File: src/rtl/map_030_flash_emu.sv
`default_nettype none
// ============================================================================
// Module   : map_030_flash_emu
// Desc     : SST39SF040 command-set emulation (program, sector/chip erase,
//            software ID, status polling) on top of the PSRAM backing PRG.
// Revision : 1.0 - initial release
// ============================================================================
module map_030_flash_emu #(
    parameter logic [7:0] ID_MFG = 8'hBF,
    parameter logic [7:0] ID_DEV = 8'hB7,
    parameter int         ADDR_W = 19,
    parameter int         SECT_W = 12
) (
    input  logic              clk,
    input  logic              rst_n,
    input  logic              wr_stb,
    input  logic              rd_stb,
    input  logic [ADDR_W-1:0] bus_addr,
    input  logic [7:0]        bus_dat,
    output logic              mem_req,
    output logic              mem_we,
    output logic [ADDR_W-1:0] mem_addr,
    output logic [7:0]        mem_wdat,
    input  logic              mem_ack,
    input  logic [7:0]        mem_rdat,
    output logic              rd_ovr,
    output logic [7:0]        rd_dat,
    output logic              busy,
    output logic              map_led
);

    // Command-sequence states
    localparam logic [2:0] c_cmd0 = 3'd0;
    localparam logic [2:0] c_cmd1 = 3'd1;
    localparam logic [2:0] c_cmd2 = 3'd2;
    localparam logic [2:0] c_pgm  = 3'd3;
    localparam logic [2:0] c_er0  = 3'd4;
    localparam logic [2:0] c_er1  = 3'd5;
    localparam logic [2:0] c_er2  = 3'd6;

    // Execution states
    localparam logic [1:0] c_ex_idle = 2'd0;
    localparam logic [1:0] c_ex_prd  = 2'd1;
    localparam logic [1:0] c_ex_pwr  = 2'd2;
    localparam logic [1:0] c_ex_ers  = 2'd3;

    localparam logic [ADDR_W-1:0] c_one       = {{(ADDR_W-1){1'b0}}, 1'b1};
    localparam logic [ADDR_W-1:0] c_sect_last = {{(ADDR_W-SECT_W){1'b0}}, {SECT_W{1'b1}}};
    localparam logic [ADDR_W-1:0] c_chip_last = {ADDR_W{1'b1}};

    logic [2:0]        r_cmd_state;
    logic [2:0]        w_cmd_next;
    logic [1:0]        r_ex_state;
    logic [1:0]        w_ex_next;

    logic              r_mem_req;
    logic [ADDR_W-1:0] r_paddr;
    logic [7:0]        r_pdat;
    logic [7:0]        r_rdat;
    logic [ADDR_W-1:0] r_base;
    logic [ADDR_W-1:0] r_cnt;
    logic              r_chip;
    logic              r_id_mode;
    logic              r_toggle;

    logic              w_busy;
    logic              w_wr;
    logic              w_ack;
    logic              w_at_5555;
    logic              w_at_2aaa;
    logic              w_go_pgm;
    logic              w_go_sect;
    logic              w_go_chip;
    logic              w_id_set;
    logic              w_id_clr;
    logic [ADDR_W-1:0] w_last;

    // Command addresses only decode the low 15 bits, independent of bank
    assign w_at_5555 = (bus_addr[14:0] == 15'h5555);
    assign w_at_2aaa = (bus_addr[14:0] == 15'h2AAA);
    assign w_busy    = (r_ex_state != c_ex_idle);
    assign w_wr      = wr_stb & ~w_busy;
    assign w_ack     = mem_ack & r_mem_req;
    assign w_last    = r_chip ? c_chip_last : c_sect_last;

    assign mem_req   = r_mem_req;
    assign busy      = w_busy;
    assign map_led   = w_busy | r_id_mode | (r_cmd_state != c_cmd0);

    // ------------------------------------------------------------------
    // Command FSM: state register
    // ------------------------------------------------------------------
    always_ff @(posedge clk or negedge rst_n) begin
        if (!rst_n) begin
            r_cmd_state <= c_cmd0;
        end else begin
            r_cmd_state <= w_cmd_next;
        end
    end

    // ------------------------------------------------------------------
    // Command FSM: next state and command decode
    // ------------------------------------------------------------------
    always_comb begin
        w_cmd_next = r_cmd_state;
        w_go_pgm   = 1'b0;
        w_go_sect  = 1'b0;
        w_go_chip  = 1'b0;
        w_id_set   = 1'b0;
        w_id_clr   = 1'b0;
        if (w_wr) begin
            w_cmd_next = c_cmd0;
            case (r_cmd_state)
                c_cmd0: begin
                    if (bus_dat == 8'hF0) begin
                        w_id_clr = 1'b1;
                    end else if (w_at_5555 && bus_dat == 8'hAA) begin
                        w_cmd_next = c_cmd1;
                    end
                end
                c_cmd1: begin
                    if (w_at_2aaa && bus_dat == 8'h55) begin
                        w_cmd_next = c_cmd2;
                    end
                end
                c_cmd2: begin
                    if (w_at_5555) begin
                        case (bus_dat)
                            8'hA0:   w_cmd_next = c_pgm;
                            8'h80:   w_cmd_next = c_er0;
                            8'h90:   w_id_set   = 1'b1;
                            8'hF0:   w_id_clr   = 1'b1;
                            default: w_cmd_next = c_cmd0;
                        endcase
                    end
                end
                c_pgm: begin
                    w_go_pgm = 1'b1;
                end
                c_er0: begin
                    if (w_at_5555 && bus_dat == 8'hAA) begin
                        w_cmd_next = c_er1;
                    end
                end
                c_er1: begin
                    if (w_at_2aaa && bus_dat == 8'h55) begin
                        w_cmd_next = c_er2;
                    end
                end
                c_er2: begin
                    if (bus_dat == 8'h30) begin
                        w_go_sect = 1'b1;
                    end else if (w_at_5555 && bus_dat == 8'h10) begin
                        w_go_chip = 1'b1;
                    end
                end
                default: w_cmd_next = c_cmd0;
            endcase
        end
    end

    // ------------------------------------------------------------------
    // Exec FSM: state register
    // ------------------------------------------------------------------
    always_ff @(posedge clk or negedge rst_n) begin
        if (!rst_n) begin
            r_ex_state <= c_ex_idle;
        end else begin
            r_ex_state <= w_ex_next;
        end
    end

    // ------------------------------------------------------------------
    // Exec FSM: next state
    // ------------------------------------------------------------------
    always_comb begin
        w_ex_next = r_ex_state;
        case (r_ex_state)
            c_ex_idle: begin
                if (w_go_pgm) begin
                    w_ex_next = c_ex_prd;
                end else if (w_go_sect || w_go_chip) begin
                    w_ex_next = c_ex_ers;
                end
            end
            c_ex_prd: begin
                if (w_ack) w_ex_next = c_ex_pwr;
            end
            c_ex_pwr: begin
                if (w_ack) w_ex_next = c_ex_idle;
            end
            c_ex_ers: begin
                if (w_ack && r_cnt == w_last) w_ex_next = c_ex_idle;
            end
            default: w_ex_next = c_ex_idle;
        endcase
    end

    // ------------------------------------------------------------------
    // Exec FSM: memory-port outputs (held constant per state, so they are
    // stable for the whole request)
    // ------------------------------------------------------------------
    always_comb begin
        mem_we   = 1'b0;
        mem_addr = '0;
        mem_wdat = 8'h00;
        case (r_ex_state)
            c_ex_prd: begin
                mem_addr = r_paddr;
            end
            c_ex_pwr: begin
                mem_we   = 1'b1;
                mem_addr = r_paddr;
                mem_wdat = r_rdat & r_pdat;  // flash program can only clear bits
            end
            c_ex_ers: begin
                mem_we   = 1'b1;
                mem_addr = r_base + r_cnt;
                mem_wdat = 8'hFF;
            end
            default: ;
        endcase
    end

    // ------------------------------------------------------------------
    // Read override: status polling while busy, ID bytes in ID mode
    // ------------------------------------------------------------------
    always_comb begin
        rd_ovr = 1'b0;
        rd_dat = 8'h00;
        if (w_busy) begin
            rd_ovr    = 1'b1;
            rd_dat[7] = (r_ex_state == c_ex_ers) ? 1'b0 : ~r_pdat[7];
            rd_dat[6] = r_toggle;
        end else if (r_id_mode) begin
            rd_ovr = 1'b1;
            rd_dat = bus_addr[0] ? ID_DEV : ID_MFG;
        end
    end

    // ------------------------------------------------------------------
    // Datapath registers
    // ------------------------------------------------------------------
    always_ff @(posedge clk or negedge rst_n) begin
        if (!rst_n) begin
            r_mem_req <= 1'b0;
            r_paddr   <= '0;
            r_pdat    <= 8'h00;
            r_rdat    <= 8'h00;
            r_base    <= '0;
            r_cnt     <= '0;
            r_chip    <= 1'b0;
            r_id_mode <= 1'b0;
            r_toggle  <= 1'b0;
        end else begin
            if (w_go_pgm) begin
                r_paddr <= bus_addr;
                r_pdat  <= bus_dat;
            end

            if (w_go_sect || w_go_chip) begin
                r_base <= w_go_chip ? '0 : {bus_addr[ADDR_W-1:SECT_W], {SECT_W{1'b0}}};
                r_chip <= w_go_chip;
                r_cnt  <= '0;
            end else if (w_ack && r_ex_state == c_ex_ers) begin
                r_cnt  <= r_cnt + c_one;
            end

            if (w_ack && r_ex_state == c_ex_prd) begin
                r_rdat <= mem_rdat;
            end

            // Request rises one clock after entering an access state and
            // drops on the clock that sees the ack
            if (w_ack) begin
                r_mem_req <= 1'b0;
            end else if (r_ex_state != c_ex_idle) begin
                r_mem_req <= 1'b1;
            end

            if (w_id_set) begin
                r_id_mode <= 1'b1;
            end else if (w_id_clr) begin
                r_id_mode <= 1'b0;
            end

            if (w_ex_next == c_ex_idle) begin
                r_toggle <= 1'b0;
            end else if (rd_stb && w_busy) begin
                r_toggle <= ~r_toggle;
            end
        end
    end

endmodule
`default_nettype wire

File: config.mk
export PLATFORM = sky130hd
export DESIGN_NAME = map_030_flash_emu
export DESIGN_NICKNAME = d
export VERILOG_FILES = /design/src/rtl/map_030_flash_emu.sv
export SDC_FILE = /design/constraint.sdc
export NUM_CORES = 1
export LEC_CHECK = 0
export ABC_AREA = 0
export BUFFER_PORTS_ARGS = -buffer_cell sky130_fd_sc_hd__buf_4
export CORE_MARGIN = 4
export CORE_UTILIZATION = 26
export DETAILED_ROUTE_END_ITERATION = 8
export GPL_ROUTABILITY_DRIVEN = 0
export MAX_ROUTING_LAYER = met4
export PLACE_DENSITY = 0.5
export SYNTH_ARGS = -nofsm -noshare
export SYNTH_HDL_FRONTEND = slang
export SYNTH_SLANG_ARGS = --single-unit
File: constraint.sdc
create_clock -name clk -period 2.15 [get_ports clk]
set_clock_uncertainty 0.05 [all_clocks]
set_input_delay 0.43 -clock clk [delete_from_list [all_inputs] [get_ports clk]]
set_output_delay 0.43 -clock clk [all_outputs]
set_load 0.05 [all_outputs]
-- Word level (Yosys, flattened, before mapping)
Cells that the tools add are included.
Widths: inputs -> output; s select.
- word-level logic and storage cells: 111
- input port bits: 40
- flip-flop bits (word level): 82
- bitwise logic cells: 8
- add/sub/neg operators: 2
- equal/unequal tests: 20
- reduce and logical (&&, ||, !) cells: 19
- multiplexer cells: 51
- operators by type and width (cell ; count):
    $mux 19 ; 4
    $eq 8x8->1 const B ; 5
    $pmux 19 s2 ; 1
    $mux 1 ; 28
    $add 19x1->19 const B ; 1
    $add 19x19->19 ; 1
    $eq 19x19->1 ; 1
    $pmux 8 s2 ; 1
    $eq 15x14->1 const B ; 1
    $eq 15x15->1 const B ; 1
    $pmux 3 s5 ; 1
    $mux 2 ; 7
    $reduce_bool 2->1 ; 5
    $eq 3x3->1 const B ; 3
    $mux 3 ; 3
    $and 8x8->8 ; 1
    $eq 8x5->1 const B ; 1
    $eq 8x6->1 const B ; 1
    $eq 8x7->1 const B ; 1
    $mux 8 ; 1
    $pmux 2 s4 ; 1
    $logic_and 1x1->1 ; 7
    $eq 3x2->1 const B ; 2
    $mux 6 ; 1
    other kinds (14) ; 21

-- Longest topological paths before layout
- depth in word-level cells: 12
- depth in mapped cells: 9
- depth with buffers taken out: 8

-- Least setup slack after synthesis
No wires, ideal clock.
- kind: register -> output
- start: register r_cnt[12]
- end: output port mem_addr[18]
- buffers on the path: 0
- arrival time: 2670 ps
- stages on the path, launching flop included: 9
- path slack: -1000 ps
- cells stage by stage: dfrtp_1 ha_1 fa_1 a21oi_1 nor2_1 nor2_1 o21ai_0 xnor2_1 o21ai_0
- cells in the longest elaborated chain, start to end: 2
- RTL lines (what ; RTL line ; text):
    from (decl) ; 61 ; logic [ADDR_W-1:0] r_cnt;
    from (signal assigned) ; 266 ; r_cnt <= r_cnt + c_one;
    $add 19x19->19 ; 218 ; mem_addr = r_base + r_cnt;
    $pmux 19 s2 ; 207 ; case (r_ex_state)
    to (decl) ; 22 ; output logic [ADDR_W-1:0] mem_addr,
No other way between the ends.

-- Final worst setup path
Same ends and word-level chain as after synthesis.

==> results.cfg <==
[detailed_routing]
drc = 0
wl_mm = 12.45
wl_per_cell_um = 16.81
via_per_inst = 4.803
routed-via-count = 3559
dr.pass1.iters = 4
dr.first_iter.drc_count = 149
drtAntennaViolNets = 0

[logic_synthesis]
syn-num-nets = 481
async_reset_ff_share_pct = 100.0
yosys_register_bits = 70
synth_area_per_cell_sq_um = 9.056
yosysWarnings = 0
synthesis.area_sq_um = 3885
yosys.area.top_type = dfrtp_1
synth-edff-count = 0
syn_inst = 429
synth_top_area_share_pct = 45.09
ys.flop_type = dfrtp_1
synth_cell_types = 56
seq_area_frac_synth_pct = 45.09
synth_area_leaders = dfrtp_1 45%, nand2_1 10%, nor2_1 4.8%, xor2_1 3.6%, ha_1 3.5%

[sta]
worst_slew_pin_slew_ns = 0.3943
rsz0062_at_grt = true
fmax_mhz = 379.3
relSlewSlack_pct = 73.71
setup_viol = 17
slew_violations = 0
finalCriticalPeriod_ns = 2.637
hold_viol = 0
period_share_pct = 122.6
setup_slack_ns = -0.4867

[clocking]
cts_buffers = 9
cts_root_buf = clkbuf_16
clock_path_buffers = 2
clock_latency_ns = 0.34
clock_tree.htree_level_count = 3
cts_tree = yes
clk_pin_slew_worst_paths_ns = 0.05
cts.sinks = 70

[outcome]
violations = setup timing
status = finished, violations left

[die]
initial_core_util_pct = 26.63
row_count = 44
die_h_um = 130.2
core_sq_um = 14590
io_pins = 80
die_width_um = 130.2
die-area_sq_um = 16960

[worst_hold_path]
hold_class = in2reg

[layout]
num-fill-cells = 1449
seq_area_sq_um = 1754
area_delta_synth_final_pct = 53.75
utilization_pct = 40.94
fin_nets = 604
drive_above_1_share_pct = 43.27
diodes = 0
multi_input_area_sq_um = 2327

[power]
power_frac_comb_pct = 14.9
p_sw_share_pct = 25.31
cellPowerDensity_nw_per_um2 = 583.2
internal_power_mw = 2.602
p_leak_nw = 2.875
power_mw = 3.484
p_switching_uw = 881.7
ir_worst_vdd_uv = 375.7
p_seq_share_pct = 38.6
clkPwrFrac_pct = 46.5

[worst_setup_path]
cp_data_arrival_time_ns = 2.16
endpoint_kind = primary output
path_class = reg2out
critPathLaunchType = flip-flop
crit_required_ns = 1.67
cp_max_fo = 2

[global_routing]
gr-usage-met3_pct = 2.661
grt-ovfl-total = 0
antenna_found_initial = 0
grt_pass1_vias = 3680
grt_usage_pct = 15.50
globalRoute.busiestLayer = met2
grt_max_degree = 29
grt_pass1_wl_mm = 19.55
grtUsageMet1_pct = 19.65
use_met2_pct = 24.80

[placed_design]
dpl.hpwl_mm = 8.956
portBuffers = 79

[job]
cap_violations = 0
[stage by stage]
step | setup WS, ns | hold slack [ns] | setup TNS [ns] | cell area [sq um] | instances
floorplan | -0.1911 | 0.08441 | -1.352 | 4033 | 429
global placement | -0.1946 | 0.3265 | -0.4829 | 5059 | 707
detailed placement | -0.2262 | 0.3343 | -0.6254 | 5059 | 707
CTS | -0.4901 | 0.2363 | -2.571 | 5732 | 732
global route | -0.5885 | 0.2463 | -3.826 | 5973 | 741
finish | -0.4867 | 0.2498 | -2.303 | 5973 | 741
[final cells by class]
class,instances,area share (%)
clock buffers,11,4.064
well taps,184,3.854
multi-input cells,328,38.96
repair buffers,135,21.78
inverters,8,0.5865
flip-flops and latches,70,29.37
clock inverters,5,1.382
[Yosys cell counts (all sizes together) (3+ instances only)]
library cell,n
inv,7
clkbuf,11
a21oi,6
xnor2,9
nand2,105
a22oi,16
buf,12
mux2,8
nor4,5
mux2i,7
o31ai,3
and3,5
o21ai,8
nor3,5
a31o,8
nor4bb,5
ha,11
and4b,3
nand3,19
o21a,3
dfrtp,70
nor2,50
xor2,16
or3,4
nand4,6
[layout by cell type, fill, tap and decap left out, types with 6 or more instances in the layout]
master	count
nand2_1	102
buf_4	93
xnor2_1	7
nand3_1	17
nor2_1	31
nor2_2	14
clkbuf_16	12
xor2_1	14
buf_6	26
mux2i_1	7
dfrtp_1	68
buf_8	6
mux2_2	8
a31o_2	8
a22oi_2	15
ha_1	7
[registers in the layout, indices dropped and copies added, names as in the netlist]
register / cells
r_id_mode: 1
r_rdat: 8
r_pdat: 8
r_cnt: 19
mem_req: 1
r_ex_state: 2
r_toggle: 1
r_cmd_state: 3
r_base: 7
r_chip: 1
r_paddr: 19
[cells by family (layout without fill, tap and decap cells)]
logic type      Yosys count  after routing  share of synthesized area (%)
compound gates           55             55                          10.24
xor+xnor                 25             25                          5.636
fa+ha+maj                12             12                          4.058
buf+inv                  31            159                          3.768
flops                    70             70                          45.09
mux                      15             15                          4.123
simple gates            221            221                          27.09
[layer usage]
layer	vias to the layer above	routed length [um]
met5	-	0
met4	0	237
met3	18	547
met2	83	6139
met1	1738	5530
li1	1720	-
[critical path, cell delays in order, from the launching register on]
cell     delay [ns]
dfrtp_1        0.38
ha_2           0.20
fa_2           0.36
a21oi_2        0.13
nor2_1         0.06
nor2_2         0.14
o21ai_2        0.09
xnor2_2        0.16
o21ai_4        0.16
buf_8          0.16
[power by group through the flow]
stage	Sequential [mW]	Combinational (mW)	Clock (mW)
3_5_place_dp	1.37	0.419	0
3_3_place_gp	1.37	0.415	0
6_report	1.34	0.521	1.62
2_1_floorplan	1.39	0.169	0
5_1_grt	1.35	0.554	1.74
4_1_cts	1.34	0.492	1.67
[what timing repair did]
item,4_1_cts,5_1_grt
gates cloned,2,3
hold buffers,1,0
resized for setup,59,26
setup endpoints to repair,38,31
pin swaps,14,12
setup buffers,6,6
endpoints found under the hold margin,26,0
[worst paths after layout]
check | from | slack, ns | end | depth (start not counted)
hold reg to reg | r_paddr[15] | 0.43 | r_paddr[15] | 2
min in group asynchronous | rst_n | 0.51 | r_rdat[5] | 2
setup reg to reg | r_cnt[15] | 0.04 | r_toggle | 7
hold / removal | bus_addr[15] | 0.25 | r_paddr[15] | 3
max in group asynchronous | rst_n | 0.94 | r_base[17] | 3
setup / recovery | r_cnt[12] | -0.49 | mem_addr[18] | 9
Power figures use the tool's default switching activity.
